<file path="config.mk">
export PLATFORM = sky130hd
export DESIGN_NAME = npu_adc_readout_packer_flat
export DESIGN_NICKNAME = d
export VERILOG_FILES = /design/src/rtl/npu_adc_readout_packer_if.sv /design/src/rtl/npu_adc_readout_packer.sv /design/src/flat_wrapper.sv
export SDC_FILE = /design/constraint.sdc
export NUM_CORES = 2
export LEC_CHECK = 0
export ABC_AREA = 1
export CELL_PAD_IN_SITES_DETAIL_PLACEMENT = 1
export CELL_PAD_IN_SITES_GLOBAL_PLACEMENT = 1
export CORE_ASPECT_RATIO = 0.9
export CORE_MARGIN = 3
export CORE_UTILIZATION = 30
export DETAILED_ROUTE_END_ITERATION = 12
export DONT_BUFFER_PORTS = 1
export PLACE_DENSITY_LB_ADDON = 0.1
export SYNTH_ARGS = -nofsm -noshare
export SYNTH_HDL_FRONTEND = slang
export SYNTH_SLANG_ARGS = --single-unit
</file>
<file path="constraint.sdc">
create_clock -name clk -period 5.1 [get_ports clk]
set_input_delay 1.53 -clock clk [delete_from_list [all_inputs] [get_ports clk]]
set_output_delay 1.53 -clock clk [all_outputs]
set_load 0.1 [all_outputs]
</file>
<file path="src/rtl/npu_adc_readout_packer_if.sv">
// ADC strobe/data pair plus buffer read port of the readout packer.
interface npu_adc_readout_packer_if #(
  parameter int ADC_BITS   = 6,
  parameter int DATA_WIDTH = 32,
  parameter int PTR_W      = 6
);
  logic                  CLKADC;
  logic [ADC_BITS-1:0]   DOUT;
  logic                  rd_en;
  logic [PTR_W-1:0]      rd_addr;
  logic [DATA_WIDTH-1:0] rd_data;

  modport master (
    output CLKADC, DOUT, rd_en, rd_addr,
    input  rd_data
  );

  modport slave (
    input  CLKADC, DOUT, rd_en, rd_addr,
    output rd_data
  );
endinterface

</file>
<file path="src/rtl/npu_adc_readout_packer.sv">
// Captures 6-bit ADC conversions on CLKADC falling edges, packs four per
// 32-bit word into a local buffer and serves registered reads from it.
// rst_n keeps its legacy name but is active-high and synchronous.
module npu_adc_readout_packer #(
  parameter int DATA_WIDTH = 32,
  parameter int ADC_BITS   = 6,
  parameter int BUF_DEPTH  = 64,
  parameter int PTR_W      = $clog2(BUF_DEPTH)
) (
  input  logic                     clk,
  input  logic                     rst_n,
  input  logic                     frame_start,
  input  logic                     frame_flush,
  input  logic                     capture_en,
  npu_adc_readout_packer_if.slave  bus,
  output logic [PTR_W:0]           word_count,
  output logic [15:0]              sample_count,
  output logic                     overflow,
  output logic                     frame_done
);

  localparam int LANE_W = DATA_WIDTH / 4;

  logic                    clkadc_q;
  logic [ADC_BITS-1:0]     dout_q;
  logic [1:0]              lane;
  logic [1:0]              lane_nxt;
  logic [3*LANE_W-1:0]     pack_reg;
  logic [3*LANE_W-1:0]     pack_nxt;
  logic [LANE_W-1:0]       sample_lane;
  logic                    ev;
  logic                    commit;
  logic                    commit_ok;
  logic                    full;
  logic [DATA_WIDTH-1:0]   word;
  logic [DATA_WIDTH-1:0]   mem [BUF_DEPTH];

  assign ev          = clkadc_q & ~bus.CLKADC & capture_en;
  assign sample_lane = LANE_W'(dout_q);
  assign full        = (word_count == (PTR_W+1)'(BUF_DEPTH));
  assign commit_ok   = commit & ~full & ~rst_n & ~frame_start;

  // Pack the sample first, then let a flush act on the post-sample state;
  // a sample that completes lane 3 leaves lane_nxt at 0 so a same-cycle
  // flush cannot commit a second word.
  always_comb begin
    lane_nxt = lane;
    pack_nxt = pack_reg;
    commit   = 1'b0;
    word     = '0;
    if (ev) begin
      if (lane == 2'd3) begin
        commit   = 1'b1;
        word     = DATA_WIDTH'({sample_lane, pack_reg});
        lane_nxt = 2'd0;
        pack_nxt = '0;
      end else begin
        pack_nxt[LANE_W*int'(lane) +: LANE_W] = sample_lane;
        lane_nxt = lane + 2'd1;
      end
    end
    if (frame_flush && (lane_nxt != 2'd0)) begin
      commit   = 1'b1;
      word     = DATA_WIDTH'(pack_nxt);
      lane_nxt = 2'd0;
      pack_nxt = '0;
    end
  end

  // Strobe edge detector and data delay, independent of frame control.
  always_ff @(posedge clk) begin
    if (rst_n) begin
      clkadc_q <= 1'b0;
      dout_q   <= '0;
    end else begin
      clkadc_q <= bus.CLKADC;
      dout_q   <= bus.DOUT;
    end
  end

  // Packing state, counters and frame status.
  always_ff @(posedge clk) begin
    if (rst_n) begin
      lane         <= 2'd0;
      pack_reg     <= '0;
      word_count   <= '0;
      sample_count <= '0;
      overflow     <= 1'b0;
      frame_done   <= 1'b0;
    end else if (frame_start) begin
      // pack_reg is cleared with lane so a later partial flush zero-fills unused lanes.
      lane         <= 2'd0;
      pack_reg     <= '0;
      word_count   <= '0;
      sample_count <= '0;
      overflow     <= 1'b0;
      frame_done   <= 1'b0;
    end else begin
      lane       <= lane_nxt;
      pack_reg   <= pack_nxt;
      frame_done <= frame_flush;
      if (ev && (sample_count != 16'hFFFF))
        sample_count <= sample_count + 16'd1;
      if (commit) begin
        if (!full) word_count <= word_count + (PTR_W+1)'(1);
        else       overflow   <= 1'b1;
      end
    end
  end

  // Buffer write port; contents survive reset and frame_start.
  always_ff @(posedge clk) begin
    if (commit_ok)
      mem[word_count[PTR_W-1:0]] <= word;
  end

  // Registered read port; same-address write in the same cycle returns old data.
  always_ff @(posedge clk) begin
    if (rst_n)
      bus.rd_data <= '0;
    else if (bus.rd_en)
      bus.rd_data <= mem[bus.rd_addr];
  end

endmodule
</file>
<file path="src/flat_wrapper.sv">
// flat-port wrapper written by rule: the top's interface ports become plain ports
module npu_adc_readout_packer_flat 
#(
  parameter int DATA_WIDTH = 32,
  parameter int ADC_BITS   = 6,
  parameter int BUF_DEPTH  = 64,
  parameter int PTR_W      = $clog2(BUF_DEPTH)
)
  (clk, rst_n, frame_start, frame_flush, capture_en, word_count, sample_count, overflow, frame_done, bus_CLKADC, bus_DOUT, bus_rd_en, bus_rd_addr, bus_rd_data);
  npu_adc_readout_packer_if #(.ADC_BITS(ADC_BITS), .DATA_WIDTH(DATA_WIDTH), .PTR_W(PTR_W)) bus_i ();
  input  logic clk;
  input  logic rst_n;
  input  logic frame_start;
  input  logic frame_flush;
  input  logic capture_en;
  output logic [PTR_W:0] word_count;
  output logic [15:0] sample_count;
  output logic overflow;
  output logic frame_done;
  input wire logic [$bits(bus_i.CLKADC)-1:0] bus_CLKADC;
  input wire logic [$bits(bus_i.DOUT)-1:0] bus_DOUT;
  input wire logic [$bits(bus_i.rd_en)-1:0] bus_rd_en;
  input wire logic [$bits(bus_i.rd_addr)-1:0] bus_rd_addr;
  output wire logic [$bits(bus_i.rd_data)-1:0] bus_rd_data;
  assign bus_i.CLKADC = bus_CLKADC;
  assign bus_i.DOUT = bus_DOUT;
  assign bus_i.rd_en = bus_rd_en;
  assign bus_i.rd_addr = bus_rd_addr;
  assign bus_rd_data = bus_i.rd_data;
  npu_adc_readout_packer #(.DATA_WIDTH(DATA_WIDTH), .ADC_BITS(ADC_BITS), .BUF_DEPTH(BUF_DEPTH), .PTR_W(PTR_W)) u_core (.clk(clk), .rst_n(rst_n), .frame_start(frame_start), .frame_flush(frame_flush), .capture_en(capture_en), .bus(bus_i), .word_count(word_count), .sample_count(sample_count), .overflow(overflow), .frame_done(frame_done));
endmodule
</file>
# After elaboration in Yosys (flattened, before gate mapping)
# Memories as Yosys holds them, arrays and structs flattened. A register that Yosys moved wholly into a read port is not among the register bits.
# Index checks and enable logic that the tools add are counted.
# totals
register_bits,58
mem_bits_rw,2048
inputBits,19
out_inout_bits,57
word_cells,47
mem_count,1
# mem_list
memory,depth,width,rd,rd_clocked_by_memory_dff,write_ports,line,source
u_core.mem,64,32,1,1,1,npu_adc_readout_packer.sv:36,logic [DATA_WIDTH-1:0] mem [BUF_DEPTH];
# op_classes
addsub,4
n_eq_ne,3
shifts,2
muxes,13
bitwise_logic,9
reduce_logical,7
# op_table
cell,n
$mux 32,2
$mux 24,2
$neg 5->33,1
$shift 8x33->24 const A,1
$shiftx 8x33->24,1
$mux 30,1
$bwmux 24,1
$add 16x1->16 const B,1
$ne 16x16->1 const B,1
$add 7x1->7 const B,1
$eq 7x7->1 const B,1
$and 1x1->1,5
$mux 1,5
$mux 2,2
$not 1->1,4
$reduce_and 2->1,2
$reduce_or 3->1,1
$add 2x1->2 const B,1
$eq 2x2->1 const B,1
$logic_and 1x1->1,2
$reduce_bool 2->1,1
$reduce_or 2->1,1

# Logic depth before layout (Yosys ltp)
# depth
ltp_word,12
mapped_depth,15
mapped_depth_nobuf,12

# Least setup slack after synthesis
# OpenSTA, ideal clock, no wires.
# synth_timing
path_type,in2reg
start,input port capture_en
end,"memory u_core.mem[0][24], data pin"
setup_time_ns,0.681
t_arrival_ns,4.653
required_ns,4.419
slack_ns,-0.233
cell_stages,5
n_path_buf,1
path_cell_list,nand2_1 -> nor2_4 -> nand2_1 -> clkbuf_1 -> nor3_1
# synth_via
elab_chain_cells,5
elab_cells_between_ends,6
cone_classes,mux (3); bitwise (1); reduce/logical (2)
# synth_rtl
item,line,source
from (decl),flat_wrapper.sv:15,input logic capture_en;
$and 1x1->1 (*),npu_adc_readout_packer.sv:38,assign ev = clkadc_q & ~bus.CLKADC & capture_en;
$mux 2,npu_adc_readout_packer.sv:51,if (ev) begin
$reduce_bool 2->1,npu_adc_readout_packer.sv:62,if (frame_flush && (lane_nxt != 2'd0)) begin
$logic_and 1x1->1,npu_adc_readout_packer.sv:62,
$mux 32 (*),npu_adc_readout_packer.sv:62,
net u_core.word[24],npu_adc_readout_packer.sv:35,logic [DATA_WIDTH-1:0] word;
to (decl),npu_adc_readout_packer.sv:36,
# Mark *: on every way through the listed nets, which the timed path passes. The rest lies on a longest branch.

==> flow_summary_export.csv <==
group,metric,value,unit
cells_and_area,n_fill_cell,28760,
floorplanning,coreArea,0.2685,mm²
worst_setup_path,cp.required,5.88,ns
cells_and_area,nets,7017,
clocking,cts_tree,"built",
global_routing,grt_start_max_net_pins,962,
global_routing,grt_pass1_wl,426100,µm
worst_setup_path,start_kind,"primary input",
timing,hold_viol,0,
clocking,ctsHoldBuffers,0,
yosys,synth_area,0.08130,mm²
clocking,cts_resized,0,
route,totalWireLength,299900,µm
route,drtIter0Drc,4372,
clocking,ctsLongestPathBuffers,4,
yosys,synth_top_area_share,70.91,%
yosys,syn_inst,6947,
status,status,"finished, violations left",
yosys,syn_area_per_cell,11.70,µm²
timing,fin_crit_sh,97.76,%
route,vias,54640,
clocking,numCtsBuffers,232,
placement,hpwl,152000,µm
floorplanning,rows,180,
worst_setup_path,cp_data_arrival_time,5.77,ns
power,vdd_ir_drop_max,0.3204,mV
power,finalPower,0.03530,W
worst_setup_path,end_kind,"register",
worst_setup_path,path_max_fanout,192,
hold_path,hp-class,"reg2reg",
placement,io_buffers,0,
yosys,ys_warn_count,0,
clocking,worstSkewPairLatency,0.89,ns
route,viasPerCell,5.093,
cells_and_area,final_layout_size_suffix_gt1_share,9.426,%
global_routing,track_usage,21.18,%
cells_and_area,largest_reg_flops,1920,
timing,maxSlewViolCount,208,
yosys,synth_flop_cell,"edfxtp_1",
floorplanning,die_w,554.7,µm
clocking,clk_pin_slew,0.06,ns
yosys,synth_cell_types,41,
cells_and_area,utilization,35.14,%
cells_and_area,area_growth,16.04,%
floorplanning,pin_count,76,
floorplanning,fp.dieH,499.9,µm
floorplanning,dieArea,0.2773,mm²
yosys,synth-edff-count,1920,
worst_setup_path,critPathKind,"in2reg",
yosys,synth-async-reset-ratio,0,%
yosys,synth_seq_cells,2008,
timing,rsz0062_at_grt,"no",
route,dr.pass1.iters,5,
placement,post-place-ws,0.2834,ns
clocking,post_cts_buffers,0,
placement,finalWeightedCongestion,0.7656,
route,ant_nets,0,
job,maxCapViolCount,0,
timing,layout_min_cycle_time,4.986,ns
status,violations,"max-slew violations",
power,power_density,374.2,mW/mm²
floorplanning,initial_core_util,30.29,%
clocking,cts_num_sinks,2008,
yosys,seq_area_frac_synth,73.08,%
clocking,cts-root-buf,"clkbuf_16",
global_routing,grt_pass1_vias,55640,
yosys,yosys-top-cells-area,"edfxtp_1 71%, nand3_1 11%, nand2_1 10%",
timing,clock_skew,0.05577,ns
global_routing,antenna_found_initial,12,
yosys,yosysMostFrequentCell,"nand2_1",
route,wl_per_cell,27.95,µm
timing,slew_headroom,-14.69,%
timing,setup_viol,0,
power,p_leak,33.49,nW
timing,worst_pin_slew,1.720,ns
timing,fin_ws,0.1144,ns
yosys,yosysTopAreaCell,"edfxtp_1",
clocking,h-tree-depth,4,
global_routing,grt_overflow,0,
timing,fmax,0.2006,GHz
route,drc,0,
worst_setup_path,rrSetupSlack,1.41,ns
yosys,synth_common_cells,"2265 x nand2_1, 1920 x edfxtp_1, 1792 x nand3_1",
metal layers:
layer	share of wire, %	vias to the layer above	track usage (%)
met5	0	-	0
met4	2.1	0	4.421
met3	3.7	305	2.266
met2	46	1060	34.12
met1	48	28680	30.88
li1	-	24600	-
report_power, final:
part / leakage [nW] / switching [W] / internal, W
Combinational: 11.2 / 0.00125 / 0.000481
Sequential: 18.9 / 0.0000862 / 0.0178
Clock: 3.39 / 0.00678 / 0.00890
Total: 33.5 / 0.00811 / 0.0272
critical path, stage by stage:
cell and delay (ns):
buf_16 0.63, buf_16 0.45, inv_16 0.22, buf_4 0.31
buf_12 0.20, buf_4 0.23, nand2_1 0.07, nand3_1 0.07
nand3_1 0.14, nand3_1 0.20, nand2_1 0.18, nand2_1 0.25
nand3_1 0.20, nand3_1 0.09, nand2_1 0.07, inv_1 0.04
worst paths after layout:
check / start / end / cells past startpoint
max: bus_rd_addr[0] / u_core.bus.rd_data[3]$_SDFFE_PP0P_ / 16
min: u_core.overflow$_SDFFE_PP0P_ / u_core.overflow$_SDFFE_PP0P_ / 2
min reg2reg: u_core.overflow$_SDFFE_PP0P_ / u_core.overflow$_SDFFE_PP0P_ / 2
max reg2reg: u_core.word_count[4]$_SDFFE_PP0P_ / u_core.mem[10][2]$_DFFE_PP_ / 10
cells in the final DEF (no fill, tap or decap), drive strengths merged:
| cell | count |
|---|---|
| nand2 | 2271 |
| edfxtp | 1920 |
| nand3 | 1795 |
| clkbuf | 302 |
| buf | 252 |
| nor2 | 183 |
| inv | 100 |
| clkinv | 100 |
| dfxtp | 88 |
| a21oi | 51 |
| nor3 | 32 |
| o21ai | 19 |
| bufinv | 9 |
| diode | 8 |
| nor4 | 8 |
| xor2 | 8 |
| ha | 8 |
| o211ai | 5 |
| nand4 | 5 |
| clkinvlp | 4 |
| or2 | 3 |
| o31ai | 2 |
| conb | 2 |
| and3 | 1 |
| xnor2 | 1 |
| o21a | 1 |
| a31o | 1 |
| nor3b | 1 |
through the flow:
stage | area [µm²] | setup TNS, ns | std cells | hold slack [ns]
floorplan | 81310 | -89.54 | 6948 | 0.4233
detailed placement | 87260 | 0 | 10300 | 0.4672
global placement | 87260 | 0 | 10300 | 0.4602
CTS | 94220 | 0 | 10720 | 0.4808
finish | 94340 | 0 | 10730 | 0.4793
global route | 94330 | 0 | 10720 | 0.5195
final cells by class:
type | count | area (µm²) | area share, %
Sequential cell | 2008 | 59430 | 62.99
Multi-Input combinational cell | 4397 | 19910 | 21.11
Inverter | 98 | 404.1 | 0.4284
Clock inverter | 115 | 782.0 | 0.8289
Antenna cell | 8 | 20.02 | 0.02122
Timing Repair Buffer | 253 | 3191 | 3.382
Tap cell | 3549 | 4441 | 4.707
Clock buffer | 301 | 6168 | 6.538
kinds of logic (layout without fill, tap and decap cells):
kind of cell    after synthesis  in the layout  synth area share (%)
compound gates               79             79                0.5155
xor+xnor                      9              9               0.09696
fa+ha+maj                     8              8                0.1231
buf+inv                     543            767                 3.339
flops                      2008           2008                 73.08
other cells                   1             10              0.004612
simple gates               4299           4299                 22.84
No activity file was read; power rests on OpenSTA's default activity.
